## src/rtl/data_link_pkg.sv

```systemverilog
// Shared line-code generators, FSM encoding and padding helpers for the framed data link.
// Combinational helpers only; no latency and no backpressure involved.
package data_link_pkg;

  localparam int CODE_MAX_W = 1024;

  typedef enum logic [1:0] {
    ST_IDLE  = 2'd0,
    ST_START = 2'd1,
    ST_DATA  = 2'd2,
    ST_TRAIL = 2'd3
  } tx_state_e;

  function automatic int length_nxt(input int length, input int chunk_len);
    return ((length + chunk_len - 1) / chunk_len) * chunk_len;
  endfunction

  function automatic int nchunk(input int length, input int chunk_len);
    return length_nxt(length, chunk_len) / chunk_len;
  endfunction

  // Codes are right-aligned; clock 0 of the chunk occupies the top LINES bits.
  function automatic logic [CODE_MAX_W-1:0] idle_code(input int lines, input int clk_per_chunk);
    logic [CODE_MAX_W-1:0] c;
    c = '0;
    for (int k = 0; k < clk_per_chunk; k++)
      for (int l = 0; l < lines; l++)
        c[(clk_per_chunk - 1 - k) * lines + l] = (2 * k < clk_per_chunk);
    return c;
  endfunction

  function automatic logic [CODE_MAX_W-1:0] start_code(input int lines, input int clk_per_chunk);
    logic [CODE_MAX_W-1:0] c;
    c = '0;
    for (int k = 0; k < clk_per_chunk; k++)
      for (int l = 0; l < lines; l++)
        c[(clk_per_chunk - 1 - k) * lines + l] = (k % 2 == 0);
    return c;
  endfunction

endpackage

```

## src/rtl/data_tx_chunk_shift.sv

```systemverilog
// Free-running chunk timer plus output chunk shift register; boundary strobes on the last clock.
// d is the registered top slice; reloads from load_dat at each boundary, never stalls.
module data_tx_chunk_shift
  import data_link_pkg::*;
#(
  parameter int LINES         = 3,
  parameter int CLK_PER_CHUNK = 4,
  localparam int CHUNK_LEN    = LINES * CLK_PER_CHUNK
) (
  input  logic                 clk,
  input  logic                 rst,
  input  logic [CHUNK_LEN-1:0] load_dat,
  output logic                 boundary,
  output logic [LINES-1:0]     d
);

  localparam int TMR_W = $clog2(CLK_PER_CHUNK);
  localparam logic [TMR_W-1:0] TMR_LAST = TMR_W'(CLK_PER_CHUNK - 1);
  localparam logic [CODE_MAX_W-1:0] IDLE_FULL = idle_code(LINES, CLK_PER_CHUNK);
  localparam logic [CHUNK_LEN-1:0] IDLE_CODE = IDLE_FULL[CHUNK_LEN-1:0];

  logic [TMR_W-1:0]     timer_q, timer_d;
  logic [CHUNK_LEN-1:0] shift_q, shift_d;

  always_comb begin
    boundary = (timer_q == TMR_LAST);
    timer_d  = boundary ? '0 : timer_q + TMR_W'(1);
    shift_d  = boundary ? load_dat : (shift_q << LINES);
  end

  always_ff @(posedge clk or negedge rst) begin
    if (!rst) begin
      timer_q <= '0;
      shift_q <= IDLE_CODE;
    end else begin
      timer_q <= timer_d;
      shift_q <= shift_d;
    end
  end

  assign d = shift_q[CHUNK_LEN-1 -: LINES];

endmodule

```

## src/rtl/data_tx_framed.sv

```systemverilog
// Serializes words as START, MSB-first data chunks and optional XOR trailer, IDLE code in gaps.
// Start latency 1..CLK_PER_CHUNK+1 clocks; one-entry buffer, ready low while it holds a word.
module data_tx_framed
  import data_link_pkg::*;
#(
  parameter int LENGTH        = 128,
  parameter int LINES         = 3,
  parameter int CLK_PER_CHUNK = 4,
  parameter int CHK_EN        = 1,
  parameter int CNT_W         = 16
) (
  input  logic              clk,
  input  logic              rst,
  input  logic              enable,
  input  logic              valid,
  output logic              ready,
  input  logic [LENGTH-1:0] data_in,
  output logic              idle,
  output logic [CNT_W-1:0]  frames_sent,
  output logic [LINES-1:0]  d
);

  localparam int CHUNK_LEN = CLK_PER_CHUNK * LINES;
  localparam int LEN_NXT   = length_nxt(LENGTH, CHUNK_LEN);
  localparam int NCHUNK    = nchunk(LENGTH, CHUNK_LEN);
  localparam int PAD       = LEN_NXT - LENGTH;
  localparam int CIDX_W    = $clog2(NCHUNK + 1);
  localparam logic [CIDX_W-1:0] NCHUNK_C = CIDX_W'(NCHUNK);
  localparam logic [CODE_MAX_W-1:0] IDLE_FULL  = idle_code(LINES, CLK_PER_CHUNK);
  localparam logic [CODE_MAX_W-1:0] START_FULL = start_code(LINES, CLK_PER_CHUNK);
  localparam logic [CHUNK_LEN-1:0] IDLE_CODE  = IDLE_FULL[CHUNK_LEN-1:0];
  localparam logic [CHUNK_LEN-1:0] START_CODE = START_FULL[CHUNK_LEN-1:0];

  tx_state_e            state_q, state_d;
  logic [LEN_NXT-1:0]   buf_q, buf_d;
  logic                 buf_full_q, buf_full_d;
  logic [LEN_NXT-1:0]   dsr_q, dsr_d;
  logic [CHUNK_LEN-1:0] csum_q, csum_d;
  logic [CIDX_W-1:0]    cnt_q, cnt_d;
  logic [CNT_W-1:0]     frames_q, frames_d;

  logic                 boundary;
  logic [CHUNK_LEN-1:0] load_dat;
  logic [CHUNK_LEN-1:0] chunk_nxt;
  logic                 start_ok;
  logic                 frame_end;
  logic                 launch;

  assign chunk_nxt = dsr_q[LEN_NXT-1 -: CHUNK_LEN];
  assign start_ok  = buf_full_q & enable;

  always_comb begin
    state_d    = state_q;
    buf_d      = buf_q;
    buf_full_d = buf_full_q;
    dsr_d      = dsr_q;
    csum_d     = csum_q;
    cnt_d      = cnt_q;
    frames_d   = frames_q;
    load_dat   = IDLE_CODE;
    frame_end  = 1'b0;
    launch     = 1'b0;

    // load_dat is the chunk for the state being entered at this boundary.
    if (boundary) begin
      unique case (state_q)
        ST_IDLE: launch = start_ok;
        ST_START: begin
          state_d  = ST_DATA;
          load_dat = chunk_nxt;
          dsr_d    = dsr_q << CHUNK_LEN;
          csum_d   = chunk_nxt;
          cnt_d    = CIDX_W'(1);
        end
        ST_DATA: begin
          if (cnt_q != NCHUNK_C) begin
            load_dat = chunk_nxt;
            dsr_d    = dsr_q << CHUNK_LEN;
            csum_d   = csum_q ^ chunk_nxt;
            cnt_d    = cnt_q + CIDX_W'(1);
          end else if (CHK_EN != 0) begin
            state_d  = ST_TRAIL;
            load_dat = csum_q;
          end else begin
            frame_end = 1'b1;
          end
        end
        ST_TRAIL: frame_end = 1'b1;
        default:  state_d = ST_IDLE;
      endcase

      if (frame_end) begin
        frames_d = frames_q + CNT_W'(1);
        launch   = start_ok;
        state_d  = ST_IDLE;
      end

      if (launch) begin
        state_d    = ST_START;
        load_dat   = START_CODE;
        dsr_d      = buf_q;
        buf_full_d = 1'b0;
      end
    end

    // Unload needs a full buffer and capture needs an empty one, so they never coincide.
    if (valid && !buf_full_q) begin
      buf_d      = LEN_NXT'(data_in) << PAD;
      buf_full_d = 1'b1;
    end
  end

  always_ff @(posedge clk or negedge rst) begin
    if (!rst) begin
      state_q    <= ST_IDLE;
      buf_q      <= '0;
      buf_full_q <= 1'b0;
      dsr_q      <= '0;
      csum_q     <= '0;
      cnt_q      <= '0;
      frames_q   <= '0;
    end else begin
      state_q    <= state_d;
      buf_q      <= buf_d;
      buf_full_q <= buf_full_d;
      dsr_q      <= dsr_d;
      csum_q     <= csum_d;
      cnt_q      <= cnt_d;
      frames_q   <= frames_d;
    end
  end

  data_tx_chunk_shift #(
    .LINES         (LINES),
    .CLK_PER_CHUNK (CLK_PER_CHUNK)
  ) u_chunk_shift (
    .clk      (clk),
    .rst      (rst),
    .load_dat (load_dat),
    .boundary (boundary),
    .d        (d)
  );

  assign ready       = !buf_full_q;
  assign idle        = (state_q == ST_IDLE);
  assign frames_sent = frames_q;

endmodule

```

## config.mk

```make
export PLATFORM = sky130hd
export DESIGN_NAME = data_tx_framed
export DESIGN_NICKNAME = d
export VERILOG_FILES = /design/src/rtl/data_link_pkg.sv /design/src/rtl/data_tx_chunk_shift.sv /design/src/rtl/data_tx_framed.sv
export SDC_FILE = /design/constraint.sdc
export NUM_CORES = 1
export LEC_CHECK = 0
export CAP_MARGIN = 20
export CORE_ASPECT_RATIO = 0.5
export CORE_UTILIZATION = 56
export CTS_CLUSTER_DIAMETER = 100
export DETAILED_ROUTE_END_ITERATION = 7
export GPL_TIMING_DRIVEN = 0
export HOLD_SLACK_MARGIN = 0.06
export PLACE_DENSITY_LB_ADDON = 0.3
export RECOVER_POWER = 100
export SLEW_MARGIN = 30
export SYNTH_ARGS = -nofsm -noshare
export SYNTH_HDL_FRONTEND = slang
export SYNTH_HIERARCHICAL = 1
export SYNTH_SLANG_ARGS = --single-unit
```

## constraint.sdc

```tcl
create_clock -name clk -period 2.6 [get_ports clk]
set_clock_uncertainty 0.1 [all_clocks]
set_input_delay 0.65 -clock clk [delete_from_list [all_inputs] [get_ports clk]]
set_output_delay 0.65 -clock clk [all_outputs]
set_load 0.02 [all_outputs]
```

* Word level (Yosys, flattened, before mapping)
Index checks and enable logic that the tools add are counted.
** Storage, ports and cells
- Output and inout port bits :: 21
- Register bits :: 309
- Logic and storage cells :: 59
- Input port bits :: 132
** Operators by class
- Reduce and logical (&&, ||, !) cells :: 13
- $add $sub $neg :: 3
- Equality and inequality tests :: 8
- Bitwise gates (word level) :: 2
- Muxes and demuxes :: 24
** Operator list (count)
- 132-bit two-way mux :: 2
- 132-bit one-hot mux with 2 select lines :: 1
- 12-bit two-way mux :: 4
- 12-bit one-hot mux with 2 select lines :: 2
- 16-bit by 1-bit adder with 16-bit output, second input constant :: 1
- 12-bit bitwise XOR :: 1
- 3-bit AND reduction :: 3
- 1-bit two-way mux :: 8
- 2-bit two-way mux :: 4
- 4-bit inequality test, second input constant :: 2
- 4-bit one-hot mux with 2 select lines :: 1
- 2-bit equality test, second input constant :: 3
- 2-bit nonzero test :: 3
- 4-bit by 1-bit adder with 4-bit output, second input constant :: 1
- 4-bit two-way mux :: 1
- 2-bit one-hot mux with 2 select lines :: 1
- 2-bit AND reduction :: 2
- 4-bit nonzero test :: 1
- 3-bit inequality test, second input constant :: 1
- 3-bit nonzero test :: 1
- 2-bit by 1-bit adder with 2-bit output, second input constant :: 1
- 2-bit by 1-bit equality test with 1-bit output, second input constant :: 1
- 2-bit zero test :: 1
- 2-bit inequality test, second input constant :: 1
- 3 further kinds :: 3

* Logic depth before layout (Yosys ltp)
Gate-level depths: netlist of the first run.
- Depth in word-level cells :: 8
- Gate-level depth with buffers :: 9
- Gate-level depth less buffers :: 7

* Hierarchy
The synthesis of the first run kept the hierarchy.
** By module, submodules not included
- data_tx_framed :: cells each 915, instances 1, area each 12236.7 µm², sequential area each 7282.0 µm²
- data_tx_chunk_shift :: cells each 33, instances 1, area each 574.3 µm², sequential area each 357.8 µm²

* Worst setup path after synthesis of the first run
OpenSTA, ideal clock, no wires.
- Path type :: flip-flop to flip-flop
- From :: reg state_q[0]
- To :: reg u_chunk_shift.shift_q[10]
- Data required time :: 2.418 ns
- Setup slack :: 0.338 ns
- Arrival time :: 2.080 ns
- Cell stages (with the launch flop) :: 9
- Setup time :: 0.082 ns
- Clock period less this slack :: 2.262 ns
- Path buffers :: 2
- Path through :: dfrtp_1 -> inv_1 -> ha_1 -> o211ai_2 -> clkbuf_2 -> clkbuf_1 -> nand3_1 -> a221o_1 -> mux2_4
** On the way
- Elaborated cells on any way between the ends :: 12
- Classes of those cells :: eq/ne (3); mux (8); reduce/logical (1)
** RTL lines
- from (decl) :: RTL line data_tx_framed.sv:34 : tx_state_e state_q, state_d;
- from (signal assigned) :: RTL line data_tx_framed.sv:123 : state_q <= state_d;
- 2-bit zero test
- net idle :: RTL line data_tx_framed.sv:18 : output logic idle,
- 1-bit two-way mux :: RTL line data_tx_framed.sv:66 : unique case (state_q)
- 1-bit two-way mux :: RTL line data_tx_framed.sv:92 : if (frame_end) begin
- 1-bit two-way mux :: RTL line data_tx_framed.sv:65 : if (boundary) begin
- 12-bit two-way mux :: RTL line data_tx_framed.sv:98 : if (launch) begin
- net load_dat[10] :: RTL line data_tx_framed.sv:43 : logic [CHUNK_LEN-1:0] load_dat;
- 12-bit two-way mux :: RTL line data_tx_chunk_shift.sv:28 : shift_d = boundary ? load_dat : (shift_q << LINES);
- net u_chunk_shift.shift_d[10] :: RTL line data_tx_chunk_shift.sv:23 : logic [CHUNK_LEN-1:0] shift_q, shift_d;
- to (signal assigned) :: RTL line data_tx_chunk_shift.sv:37 : shift_q <= shift_d;
- to (decl) :: RTL line data_tx_chunk_shift.sv:23
The timed path passes the listed nets, and every way through them passes these cells. The select of a mux whose other input is x is not followed.
A chain may end at the register's enable or synchronous reset.

* Worst setup path after layout of the first run
- From :: reg u_chunk_shift.shift_q[11]
- To :: out d[2]
** RTL lines
- to (decl) :: RTL line data_tx_framed.sv:20 : output logic [LINES-1:0] d
No word-level cell between the ends.

==> flow_metrics.py, run 1 <==
metrics = {
    "grt": {
        "grt.met1_usage": 0.369,
        "overflow": 0,
        "antenna_found_initial": 1,
        "grt_pass1_vias": 8929,
        "grt_use_total": 0.263,
        "use_met3": 0.0407,
        "grt_max_degree": 87,
        "use_met2": 0.441,
        "grt-busiest-layer": "met2",
        "grt_pass1_wl_mm": 48.1,
    },
    "synth": {
        "synth_top_area_frac": 0.584,
        "ys_seq_elements": 305,
        "yosys_warnings": 6,
        "synthesis.instances": 948,
        "synth_most_common_cell": "dfrtp_1",
        "synth_top_area_cell": "dfrtp_1",
        "syn-cell-area_mm2": 0.0128,
        "yosys_most_used_dff": "dfrtp_1",
        "synth_area_leaders": "dfrtp_1, mux2_2, o221a_2, or3_1, o221a_1",
        "synth_edf_count": 0,
        "synth.distinct_cells": 44,
        "seq_area_frac_synth": 0.596,
        "synth_commonest_cells": "dfrtp_1, mux2_2, or3_1, o221a_2, nand2_1",
        "postSynthAreaPerCell_um2": 13.5,
        "async_flop_share": 1.00,
        "synthesis.nets": 1088,
    },
    "pwr": {
        "p_sw_frac": 0.212,
        "internal_power_uw": 7820,
        "p_per_area_mw_per_mm2": 631,
        "total_power_uw": 9910,
        "combinationalPowerShare": 0.057,
        "ir_drop_mv": 0.375,
        "p_leak_uw": 0.00687,
        "p_clk_frac": 0.428,
        "power_switching_uw": 2100,
        "power_frac_seq": 0.515,
    },
    "floorplan": {
        "fp-row-count": 38,
        "core_mm2": 0.0221,
        "start_util": 0.581,
        "die_x_um": 216,
        "die_area_mm2": 0.0235,
        "ioPinCount": 153,
        "dieHeight_um": 109,
    },
    "setup_path": {
        "required_ns": 1.85,
        "startpoint_type": "flop",
        "path_max_fanout": 1,
        "crit_type": "reg -> out",
        "end_kind": "output port",
        "worstPathArrival_ns": 1.74,
        "rrSetupSlack_ns": 0.13,
    },
    "status": {
        "status": "finished clean",
    },
    "routing": {
        "drt_first_pass_iters": 5,
        "drt_wl_total_mm": 30.1,
        "ant_nets": 0,
        "drc": 0,
        "vias": 8657,
        "drt_iter0_markers": 759,
        "wl_per_cell_um": 20.7,
        "viasPerCell": 5.97,
    },
    "cells_and_area": {
        "area_growth_pct": 22.7,
        "drive_above_1_share": 0.277,
        "layout.nets": 1271,
        "design_area_mm2": 0.0157,
        "final_cells": 1451,
    },
    "place": {
        "pre_cts_ws_ns": -0.523,
        "dp_cells": 1403,
        "dp_hpwl_mm": 21.2,
        "place_area_mm2": 0.0148,
        "gp_congestion": 0.859,
        "port_buffers": 152,
    },
    "timing": {
        "period_share": 0.958,
        "max_freq_ghz": 0.401,
        "setup_viol": 0,
        "tightest_slew_ns": 0.890,
        "period_minus_slack_ns": 2.49,
        "relSlewSlack": 0.407,
        "slew_violations": 0,
        "hold_viol": 0,
        "rsz0062_at_grt": "no",
        "setup_slack_ns": 0.108,
    },
    "min_path": {
        "min_path_type": "reg -> reg",
    },
    "clock_network": {
        "cts-buffers-inserted": 26,
        "cts_tree": "built",
        "insertion_delay_ns": 0.55,
        "cts-root-buf": "clkbuf_16",
        "cts.sinks": 305,
        "post_cts_buffers": 0,
        "clock_path_buffers": 3,
        "clk_pin_slew_worst_paths_ns": 0.07,
        "htree_levels": 1,
    },
    "flow_run": {
        "drv_cap": 0,
    },
}
[power by group through the flow]
stage                     logic (uW)  clock network (uW)  registers (uW)
final                            560                4250            5110
after global routing             614                4470            5130
after CTS                        572                4290            5110
after detailed placement         566                   0            5190
after global placement           526                   0            5190
after floorplan                  218                   0            5130
[worst max-delay path, stage by stage, from the launching register on]
cell             delay [ns]
dfstp_2                0.52
clkbuf_4               0.11
clkdlybuf4s50_1        0.59
[cells by family after synthesis]
| kind of cell | Yosys count | share of synthesized area |
|---|---|---|
| compound gates | 145 | 0.119 |
| buf+inv | 86 | 0.0329 |
| flops | 305 | 0.596 |
| mux | 139 | 0.125 |
| xor+xnor | 28 | 0.0191 |
| simple gates | 237 | 0.100 |
| fa+ha+maj | 8 | 0.00781 |
[metrics by stage]
step / hold WS, ns / TNS, ns / utilization
5_1_grt: 0.387 / 0 / 0.713
3_3_place_gp: 0.349 / -3572.82 / 0.667
3_5_place_dp: 0.359 / -64.76 / 0.671
4_1_cts: 0.374 / 0 / 0.713
2_1_floorplan: 0.254 / 0 / -
6_report: 0.369 / 0 / 0.713
[flip-flops by register name (all words and copies together), names as in the netlist]
register and flops:
cnt_q 4, buf_q 128, frames_sent 16, u_chunk_shift/timer_q 2
u_chunk_shift/shift_q 12, buf_full_q 1, state_q 2, csum_q 12
dsr_q 128
[area by class of cell]
class | count | area (um^2)
Tap cell | 300 | 375
Clock inverter | 11 | 191
Timing Repair Buffer | 156 | 1620
Multi-Input combinational cell | 557 | 4730
Fill cell | 1503 | 6340
Inverter | 6 | 22.5
Clock buffer | 36 | 738
Antenna cell | 1 | 2.50
Buffer | 79 | 403
Sequential cell | 305 | 7640
[worst paths after layout]
path	start	end	cells past startpoint
max in group asynchronous	rst	dsr_q[64]	5
max reg2reg	u_chunk_shift/timer_q[0]	dsr_q[129]	6
min reg2reg	buf_q[14]	dsr_q[14]	2
min in group asynchronous	rst	frames_sent[10]	2
max	u_chunk_shift/shift_q[11]	d[2]	2
min	buf_q[14]	dsr_q[14]	2
[layer usage]
metal | part of all wire | wire length, um
met1 | 0.45 | 13400
met2 | 0.49 | 14700
met3 | 0.051 | 1530
met4 | 0.016 | 469
met5 | 0 | 0
[layout by cell type, fill, tap and decap left out, types with 23 or more instances in the layout]
cell type and count:
mux2_2 130, dfrtp_1 299, nand2_1 57, clkbuf_2 23
nand3_1 23, clkdlybuf4s50_1 132, clkbuf_16 26, clkbuf_1 36
or3_1 116, o221a_2 79, o221a_1 37
[what timing repair did]
action / CTS / global route
endpoints found under the hold margin: 47 / 0
hold buffers: 1 / 0
setup endpoints to repair: 10 / 44
gates resized for setup: 3 / 8
No activity file was read; power rests on OpenSTA's default activity.
==> run 2: changes to the inputs <==
Settings changed: ABC_CLOCK_PERIOD_IN_PS set to 2600, CORE_MARGIN set to 2.
==> flow_metrics.py, run 2 (synthesis results as in run 1) <==
metrics = {
    "status": {
        "status": "finished clean",
    },
    "flow_run": {
        "drv_cap": 0,
    },
    "grt": {
        "grt_pass1_wl_mm": 47.8,
        "grt_max_degree": 94,
        "grt_use_total": 0.251,
        "grt_pass1_vias": 8962,
        "overflow": 0,
        "antenna_found_initial": 2,
    },
    "setup_path": {
        "end_kind": "output port",
        "cp_cell_sequence": "clkbuf_4, clkdlybuf4s50_1",
        "crit_type": "reg -> out",
        "worstPathArrival_ns": 1.77,
        "cp.depth": 2,
        "startpoint_type": "flop",
        "reg2reg_from": "state_q[0]",
        "cp_top_family": "buffers and inverters",
        "crit_start": "u_chunk_shift/shift_q[10]",
        "critPathCapture": "d[1]",
        "required_ns": 1.85,
        "timing.rr.end": "u_chunk_shift/shift_q[10]",
        "slowest_delay_ns": 0.59,
        "reg2regPathDepth": 7,
        "path_max_fanout": 1,
        "path_buf_inv": 2,
        "rrSetupSlack_ns": 0.12,
        "slowest_stage": "clkdlybuf4s50_1",
    },
    "clock_network": {
        "cts-root-buf": "clkbuf_16",
        "clock_path_buffers": 3,
        "insertion_delay_ns": 0.54,
        "cts-buffers-inserted": 26,
        "clk_pin_slew_worst_paths_ns": 0.07,
        "htree_levels": 1,
        "cts.sinks": 305,
        "cts_tree": "built",
    },
    "timing": {
        "max_freq_ghz": 0.397,
        "hold_viol": 0,
        "setup_viol": 0,
        "period_share": 0.968,
        "slew_violations": 0,
        "tightest_slew_ns": 0.965,
        "setup_slack_ns": 0.0838,
        "hold_slack_ns": 0.373,
        "rsz0062_at_grt": "no",
        "relSlewSlack": 0.357,
        "period_minus_slack_ns": 2.52,
    },
    "place": {
        "gp_congestion": 0.866,
        "dp_hpwl_mm": 20.6,
        "pre_cts_ws_ns": -0.534,
        "port_buffers": 152,
    },
    "floorplan": {
        "ioPinCount": 153,
        "die_x_um": 218,
        "die_area_mm2": 0.0242,
        "core_mm2": 0.0226,
        "fp-row-count": 39,
        "start_util": 0.566,
        "dieHeight_um": 111,
    },
    "routing": {
        "ant_nets": 0,
        "drc": 0,
        "vias": 8531,
        "drt_iter0_markers": 659,
        "drt_wl_total_mm": 29.0,
        "wl_per_cell_um": 19.9,
        "drt_first_pass_iters": 5,
        "viasPerCell": 5.85,
    },
    "cells_and_area": {
        "layout.nets": 1271,
        "final_cell_mix": "dfrtp_1, clkdlybuf4s50_1, mux2_2",
        "drive_above_1_share": 0.273,
        "area_growth_pct": 22.4,
        "final_common_cell": "dfrtp_1",
    },
    "pwr": {
        "p_leak_uw": 0.00683,
        "p_per_area_mw_per_mm2": 627,
        "ir_drop_mv": 0.427,
    },
    "min_path": {
        "min_path_type": "reg -> reg",
    },
}
[run 2: cell types whose count changed in the layout (fill, tap and decap cells not counted), sizes merged]
cell / change
diode: +1
bufinv: -1
clkdlybuf4s50: +1
clkbuf: -1
clkinv: -1
buf: +3
dlygate4sd3: -1
[run 2: layout make-up]
class	count	area [um^2]
plain buffers	79	394
clock inverters	9	149
well taps	307	384
repair buffers	156	1590
flip-flops and latches	305	7640
diodes	2	5.00
multi-input cells	557	4720
fillers	1584	6960
clock buffers	38	777
inverters	6	22.5
[run 2: worst min path at each step]
stage	from	endpoint	slack (ns)	depth (start not counted)
2_1_floorplan	rst	buf_full_q	0.25	0
3_3_place_gp	u_chunk_shift/timer_q[0]	u_chunk_shift/timer_q[0]	0.35	1
3_5_place_dp	buf_q[7]	dsr_q[7]	0.36	2
4_1_cts	buf_q[13]	dsr_q[13]	0.39	2
5_1_grt	u_chunk_shift/shift_q[4]	u_chunk_shift/shift_q[7]	0.38	1
6_report	frames_sent[15]	frames_sent[15]	0.37	1
[run 2: metrics by stage]
stage / util / TNS, ns / power [uW] / cells / area, um^2
after floorplan: - / 0 / 5350 / 948 / 12800
after global placement: 0.650 / -3589.70 / 5720 / 1407 / 14700
after detailed placement: 0.654 / -59.09 / 5760 / 1410 / 14800
after CTS: 0.695 / 0 / 9910 / 1457 / 15700
after global routing: 0.692 / 0 / 10200 / 1459 / 15700
final: 0.692 / 0 / 9840 / 1459 / 15700
[run 2: power by group]
part           internal [uW]  switching [uW]  total [uW]
Clock                   2470            1720        4180
Combinational            348             198         547
Sequential              4980             129        5100
[run 2: repair_timing]
action / 4_1_cts / 5_1_grt
hold buffers: 1 / 0
gates resized for setup: 3 / 3
endpoints found under the setup margin: 8 / 4
hold endpoints to repair: 57 / 0
buffers inserted: 0 / 0
[run 2: per-layer routing]
| layer | wire length (um) | vias up | share of wire | GRT usage |
|---|---|---|---|---|
| li1 | - | 3906 | - | - |
| met1 | 12900 | 4311 | 0.44 | 0.353 |
| met2 | 13600 | 253 | 0.47 | 0.396 |
| met3 | 1690 | 61 | 0.058 | 0.0497 |
| met4 | 809 | 0 | 0.028 | 0.0789 |
| met5 | 0 | - | 0 | 0 |
==> run 3: changes to the inputs <==
Settings changed: CTS_BUF_LIST set to sky130_fd_sc_hd__clkbuf_16, SETUP_SLACK_MARGIN set to 0.02.
==> flow_metrics.py, run 3 (synthesis results as in run 1) <==
metrics = {
    "routing": {
        "vias": 8564,
        "drt_first_pass_iters": 5,
        "viasPerCell": 5.87,
        "drc": 0,
        "ant_nets": 0,
        "wirelength_met1_mm": 13.0,
        "wl_met3_mm": 1.60,
        "wl_per_cell_um": 20.0,
        "drt_iter0_markers": 624,
        "routed.top_layer": "met4",
        "wl_met2_mm": 13.8,
        "drt_wl_total_mm": 29.1,
    },
    "place": {
        "dp_hpwl_mm": 20.6,
        "gp_congestion": 0.866,
        "place_area_mm2": 0.0148,
        "port_buffers": 152,
    },
    "clock_network": {
        "cts-root-buf": "clkbuf_16",
        "cts-buffers-inserted": 26,
        "clock_path_buffers": 3,
        "post_cts_buffers": 0,
        "clk_pin_slew_worst_paths_ns": 0.07,
        "htree_levels": 1,
        "cts_tree": "built",
        "insertion_delay_ns": 0.54,
        "cts.sinks": 305,
    },
    "grt": {
        "overflow": 0,
        "grt_pass1_wl_mm": 47.7,
        "grt_use_total": 0.250,
        "antenna_found_initial": 2,
        "grt_max_degree": 94,
        "grt_pass1_vias": 8941,
    },
    "pwr": {
        "p_per_area_mw_per_mm2": 616,
        "p_leak_uw": 0.00683,
        "ir_drop_mv": 0.427,
    },
    "timing": {
        "setup_viol": 0,
        "hold_viol": 0,
        "max_freq_ghz": 0.398,
        "slew_violations": 0,
        "relSlewSlack": 0.330,
        "period_share": 0.966,
        "period_minus_slack_ns": 2.51,
        "hold_slack_ns": 0.373,
        "tightest_slew_ns": 1.01,
        "rsz0062_at_grt": "no",
    },
    "setup_path": {
        "slowest_delay_ns": 0.59,
        "worstPathArrival_ns": 1.76,
        "path_max_fanout": 1,
        "slowest_stage": "clkdlybuf4s50_1",
        "reg2regPathDepth": 6,
        "path_buf_inv": 2,
        "required_ns": 1.85,
        "cp_top_family": "buffers and inverters",
        "cp_cell_sequence": "clkbuf_4, clkdlybuf4s50_1",
        "startpoint_type": "flop",
        "end_kind": "output port",
        "crit_type": "reg -> out",
        "cp.depth": 2,
    },
    "floorplan": {
        "ioPinCount": 153,
        "start_util": 0.566,
        "die_area_mm2": 0.0242,
        "fp-row-count": 39,
        "dieHeight_um": 111,
        "core_mm2": 0.0226,
        "die_x_um": 218,
    },
    "cells_and_area": {
        "final_cell_mix": "dfrtp_1, clkdlybuf4s50_1, mux2_2",
        "final_common_cell": "dfrtp_1",
        "layout.nets": 1271,
        "nFillCells": 1592,
        "drive_above_1_share": 0.269,
        "area_growth_pct": 22.0,
        "design_area_mm2": 0.0156,
    },
    "min_path": {
        "min_path_type": "reg -> reg",
        "whs_path_depth": 1,
    },
    "flow_run": {
        "drv_cap": 0,
    },
    "status": {
        "status": "finished clean",
    },
}
run 3: cell types whose count changed in the layout (fill, tap and decap cells not counted), sizes merged:
cell / change
clkbuf: -13
clkinv: +6
inv: +5
buf: +2
run 3: area by class of cell:
type                       instances  area (um^2)  area share
antenna                            2         5.00    0.000320
buffer                            79          402      0.0257
clock buffer                      27          676      0.0432
clock inverter                    20          190      0.0122
inverter                           6         22.5     0.00144
multi-input combinational        557         4720       0.302
sequential                       305         7640       0.489
tap                              307          384      0.0246
timing repair buffer             156         1590       0.101
run 3: path summary, 6_finish.rpt:
check / from / to / slack (ns)
max: u_chunk_shift/shift_q[10] / d[1] / 0.09
min: u_chunk_shift/shift_q[4] / u_chunk_shift/shift_q[7] / 0.37
max reg2reg: u_chunk_shift/timer_q[0] / dsr_q[123] / 0.09
min reg2reg: u_chunk_shift/shift_q[4] / u_chunk_shift/shift_q[7] / 0.37
max in group asynchronous: rst / buf_q[54] / 0.37
min in group asynchronous: rst / frames_sent[9] / 0.53
run 3: stage by stage:
stage	total power, uW	instances	setup TNS, ns	utilization	setup slack (ns)
after floorplan	5350	948	0	-	0.338
after global placement	5720	1407	-3589.70	0.650	-11.69
after detailed placement	5760	1410	-59.09	0.654	-0.534
after CTS	9700	1457	0	0.692	0.0640
after global routing	10000	1459	0	0.690	0.0142
final	9630	1459	0	0.690	0.0888
run 3: what timing repair did:
action | CTS | global route
setup endpoints to repair | 9 | 5
hold endpoints to repair | 57 | 0
resized for setup | 3 | 5
hold buffers | 1 | 0
run 3: where the power goes:
group | switching, uW | total [uW] | internal, uW
Clock | 1700 | 3980 | 2270
Sequential | 128 | 5100 | 4980
Combinational | 199 | 547 | 348
run 3: per-layer routing:
metal / up-vias / track usage
li1: 3908 / -
met1: 4354 / 0.352
met3: 59 / 0.0499
met2: 243 / 0.399
met5: - / 0
met4: 0 / 0.0707
